$ cat src/rtl/pubkey_serializer.sv
// SEC1 public-key serializer: latches an affine (X,Y) pair and streams the
// compressed (33-byte) or uncompressed (65-byte) encoding over a valid/ready byte port.
module pubkey_serializer #(
  parameter int COMPRESSED = 1
) (
  input  logic         clk,
  input  logic         rst,
  input  logic         in_valid,
  input  logic [255:0] pub_x,
  input  logic [255:0] pub_y,
  output logic         in_ready,
  output logic [7:0]   out_data,
  output logic         out_valid,
  input  logic         out_ready,
  output logic         out_last,
  output logic         overrun
);

  typedef enum logic {IDLE, SEND} state_t;

  localparam logic [6:0] LAST_FULL = (COMPRESSED != 0) ? 7'd32 : 7'd64;

  state_t       state, state_nxt;
  logic [6:0]   cnt, cnt_nxt;
  logic [255:0] key_x, key_y;
  logic         up;
  logic         overrun_q;

  logic         accept;
  logic         is_inf;
  logic [6:0]   last_idx;
  logic         at_last;
  logic [6:0]   cnt_m1;
  logic [4:0]   k;
  logic [7:0]   prefix;
  logic [7:0]   byte_sel;

  // Byte k (0 = most significant) of a 256-bit big-endian field.
  function automatic logic [7:0] key_byte(input logic [255:0] key, input logic [4:0] kk);
    logic [7:0] base;
    base = {~kk, 3'b000};
    return key[base +: 8];
  endfunction

  assign accept   = in_valid && in_ready;
  assign is_inf   = (key_x == '0) && (key_y == '0);
  assign last_idx = is_inf ? 7'd0 : LAST_FULL;
  assign at_last  = (cnt == last_idx);
  assign cnt_m1   = cnt - 7'd1;
  assign k        = cnt_m1[4:0];

  always_comb begin
    prefix = 8'h04;
    if (is_inf)
      prefix = 8'h00;
    else if (COMPRESSED != 0)
      prefix = {7'b0000001, key_y[0]};
  end

  always_comb begin
    byte_sel = prefix;
    if (cnt != 7'd0) begin
      if (cnt <= 7'd32) byte_sel = key_byte(key_x, k);
      else              byte_sel = key_byte(key_y, k);
    end
  end

  always_comb begin
    state_nxt = state;
    cnt_nxt   = cnt;
    case (state)
      IDLE: begin
        if (accept) begin
          state_nxt = SEND;
          cnt_nxt   = 7'd0;
        end
      end
      SEND: begin
        if (out_ready) begin
          if (at_last) begin
            state_nxt = IDLE;
            cnt_nxt   = 7'd0;
          end else begin
            cnt_nxt = cnt + 7'd1;
          end
        end
      end
      default: begin
        state_nxt = IDLE;
        cnt_nxt   = 7'd0;
      end
    endcase
  end

  // Key registers are cleared by reset so an aborted frame leaves no stale key behind.
  always_ff @(posedge clk or posedge rst) begin
    if (rst) begin
      state     <= IDLE;
      cnt       <= 7'd0;
      key_x     <= '0;
      key_y     <= '0;
      up        <= 1'b0;
      overrun_q <= 1'b0;
    end else begin
      state     <= state_nxt;
      cnt       <= cnt_nxt;
      up        <= 1'b1;
      overrun_q <= in_valid && !in_ready;
      if (accept) begin
        key_x <= pub_x;
        key_y <= pub_y;
      end
    end
  end

  // Outputs decode from registered state, so reset clears them without waiting for a clock.
  assign in_ready  = up && (state == IDLE);
  assign out_valid = (state == SEND);
  assign out_last  = (state == SEND) && at_last;
  assign out_data  = (state == SEND) ? byte_sel : 8'h00;
  assign overrun   = overrun_q;

endmodule

$ cat config.mk
export PLATFORM = sky130hd
export DESIGN_NAME = pubkey_serializer
export DESIGN_NICKNAME = d
export VERILOG_FILES = /design/src/rtl/pubkey_serializer.sv
export SDC_FILE = /design/constraint.sdc
export NUM_CORES = 2
export LEC_CHECK = 0
export BUFFER_PORTS_ARGS = -buffer_cell sky130_fd_sc_hd__clkbuf_2
export CAP_MARGIN = 20
export CORE_MARGIN = 4
export CORE_UTILIZATION = 45
export DETAILED_ROUTE_END_ITERATION = 7
export PLACE_DENSITY = 0.68
export SLEW_MARGIN = 0
export SYNTH_ARGS = -nofsm -noshare
export SYNTH_HDL_FRONTEND = slang
export SYNTH_SLANG_ARGS = --single-unit
$ cat constraint.sdc
create_clock -name clk -period 21.7 [get_ports clk]
set_input_delay 1.085 -clock clk [delete_from_list [all_inputs] [get_ports clk]]
set_output_delay 1.085 -clock clk [all_outputs]
set_load 0.02 [all_outputs]
==> metrics.yaml <==
setup_path:
  cp_cell_sequence: "inv_1, ha_1, or4b_4, a21oi_4, buf_4, buf_4, mux2i_1, o211ai_1, nor4_1, a31oi_1, o22ai_1, o21ai_1, clkbuf_2"
  path_common_cell: "buf_4"
  path_max_fanout: 71
  worst_path_max_delay_cell: "a21oi_4"
  crit_arrival_ns: 5.85
  critical_path_class: "reg2out"
  worstSetupStartpointType: "flip-flop"
  crit_required_ns: 20.61
  max_stage_delay_ns: 0.84
  crit_path_end_kind: "primary output"
global_route:
  grt_overflow: 0
  grt_pass1_vias: 23260
  grt_max_degree: 211
  grt_pass1_wl_um: 143800
  antenna_found_initial: 5
  gr-usage-all-layers: 0.3137
placement:
  portBuffers: 527
  gp_congestion: 0.9696
  dp.final_hpwl_um: 73030
  dp.cells: 4254
synthesis:
  postSynth.asyncResetShare: 1.000
  synth_most_common_cell: "nand2_1"
  synthTopCellsByCount: "nand2_1, dfrtp_1, nor4_1, clkbuf_1, mux2i_1"
  synth.distinct_cells: 54
  syn_area_per_cell_um2: 8.040
  synth_area_leaders: "dfrtp_1, nand2_1, mux2i_1, nor4_1, clkbuf_1"
  synth_flop_cell: "dfrtp_1"
  synth_seq_area_share: 0.5162
  synth_nets: 3666
  ys_ff_latch: 522
  synth_edf_count: 0
  syn_area_um2: 25300
  yosysWarningCount: 0
  synth_area_leader_cell: "dfrtp_1"
  synth_top_area_frac: 0.5162
  netlist_instances: 3147
route:
  via_count: 24280
  drtIter0Drc: 2685
  ant_nets: 0
  routed_wl_um: 97140
  post_drt_wl_per_cell_um: 22.30
  drc: 0
  vias_per_cell: 5.572
  drt-pass1-iter-count: 6
layout:
  fin_cells: 4357
  layout-drive-gt1-share: 0.1876
  area_growth_pct: 19.58
  antenna_cells: 0
  layout.nets: 4084
  fillCellCount: 5320
sta:
  period_minus_slack_ns: 6.937
  slew_violations: 0
  period_share: 0.3197
  setup_viol: 0
  hold_slack_ns: 0.5050
  fmax_ghz: 0.1442
  slew_headroom: 0.1786
  fin_skew_ns: 0.01994
  worst_slew_pin_slew_ns: 1.232
  setup_tns_ns: 0
  rsz0062_at_grt: "no"
  hold_viol_final: 0
power:
  total_power_mw: 4.629
  clockPowerShare: 0.211
  p_sw_frac: 0.4397
  switchingPower_mw: 2.035
  p_leak_nw: 16.10
  combPwrFrac: 0.365
  ir_drop_mv: 0.1153
  p_per_area_nw_per_um2: 153.0
  seqPwrFrac: 0.423
  intPower_mw: 2.593
cts:
  numCtsBuffers: 56
  clk_pin_slew_ns: 0.06
  cts_resized: 0
  cts_setup_buffers: 0
  htreeDepth: 2
  clk_latency_ns: 0.62
  cts_tree: "yes"
  postCtsHoldBufs: 0
  cts.sinks: 522
  cts-root-buf: "clkbuf_16"
  cts_buffer_depth: 3
floorplan:
  ioPinCount: 528
  num_rows: 86
  dieArea_um2: 60090
  initial_core_util: 0.4566
  die_x_um: 245.1
  core_region_area_um2: 55420
  die_h_um: 245.1
min_path:
  min_path_type: "reg2reg"
outcome:
  outcome: "completed"
job:
  max-cap-violations: 0
==> state kept, by name (all words and copies together), names as in the netlist <==
name and count:
out_valid 1, cnt 7, key_x 256, key_y 256
up 1, overrun 1
==> metal layers <==
| metal | vias up | track usage | wire, um |
|---|---|---|---|
| met1 | 11590 | 0.4285 | 39420 |
| met4 | 10 | 0.1393 | 4730 |
| met2 | 1193 | 0.4890 | 44690 |
| met3 | 234 | 0.06118 | 8248 |
| li1 | 11250 | - | - |
| met5 | - | 0 | 57 |
==> layout make-up <==
class / instances / area [um2] / share of cell area
multi-input cells: 2426 / 11460 / 0.3788
inverters: 8 / 37.54 / 0.001241
clock buffers: 82 / 1702 / 0.05624
clock inverters: 20 / 195.2 / 0.006451
flip-flops and latches: 522 / 13060 / 0.4317
well taps: 748 / 935.9 / 0.03093
repair buffers: 551 / 2863 / 0.09461
==> per-stage QoR <==
step           utilization  setup WS, ns  instance area, um2
3_3_place_gp        0.5113         15.54               28330
4_1_cts             0.5455         14.70               30230
3_5_place_dp        0.5113         15.37               28330
5_1_grt             0.5460         14.43               30260
2_1_floorplan            -         6.032               25300
6_report            0.5460         14.76               30260
==> cells by family (layout without fill, tap and decap cells) <==
| group | count (synthesis) | count (layout) | share of synthesized area |
|---|---|---|---|
| flip-flops | 522 | 522 | 0.5162 |
| multiplexers | 127 | 127 | 0.05914 |
| AND/OR/NAND/NOR | 2050 | 2050 | 0.3284 |
| AO/OA/AOI/OAI | 240 | 240 | 0.06008 |
| buffers and inverters | 199 | 661 | 0.03278 |
| XOR/XNOR | 5 | 5 | 0.001731 |
| other | 1 | 1 | 0.0001482 |
| adder cells (fa/ha/maj) | 3 | 3 | 0.001484 |
==> power groups by stage <==
stage          combinational, mW  sequential [mW]  clock, mW
2_1_floorplan               1.13             1.70          0
3_3_place_gp                1.63             1.96          0
3_5_place_dp                1.67             1.94          0
4_1_cts                     1.68             1.94      0.989
5_1_grt                     1.86             1.99       1.03
6_report                    1.69             1.96      0.979
==> cell usage in the layout, fill, tap and decap left out, drive strengths merged, types with 3 or more instances in the layout <==
cell type | netlist | layout
nor2b | 3 | 3
xnor2 | 3 | 3
or4 | 6 | 6
inv | 8 | 9
ha | 3 | 3
o31a | 6 | 6
nor3b | 5 | 5
o41ai | 6 | 6
a32oi | 6 | 6
nand2 | 1750 | 1750
nor3 | 17 | 17
nand3 | 6 | 6
buf | 39 | 24
a21oi | 103 | 103
and3 | 4 | 4
o221ai | 12 | 12
clkinv | 0 | 11
nor2 | 53 | 53
a221oi | 12 | 12
nor4 | 162 | 162
nand4 | 34 | 34
o311ai | 4 | 4
a22oi | 4 | 4
mux2i | 109 | 109
mux4 | 18 | 18
o21ai | 15 | 15
a31oi | 14 | 14
dfrtp | 522 | 522
o22ai | 42 | 42
nand3b | 3 | 3
clkinvlp | 0 | 6
clkbuf | 152 | 609
==> critical path: cells and delay by family (launching register included) <==
| family | cells | cell delay [ns] |
|---|---|---|
| DFF | 1 | 0.40 |
| adders and majority gates | 1 | 0.19 |
| buffers and inverters | 4 | 1.69 |
| AOI/OAI and AO/OA | 5 | 1.47 |
| and+or+nand+nor | 2 | 1.10 |
| muxes | 1 | 0.27 |
==> path summary, 6_finish.rpt <==
check	start	endpoint	slack, ns	depth (start not counted)
setup / recovery	cnt[0]$_DFFE_PP0P_	out_data[1]	14.76	13
hold / removal	key_x[15]$_DFFE_PP0P_	key_x[15]$_DFFE_PP0P_	0.50	2
setup reg to reg	key_y[85]$_DFFE_PP0P_	cnt[5]$_DFFE_PP0P_	17.87	8
hold reg to reg	key_x[15]$_DFFE_PP0P_	key_x[15]$_DFFE_PP0P_	0.50	2
max in group asynchronous	rst	key_x[98]$_DFFE_PP0P_	18.20	5
min in group asynchronous	rst	key_x[58]$_DFFE_PP0P_	0.57	2
Power figures use the tool's default switching activity.
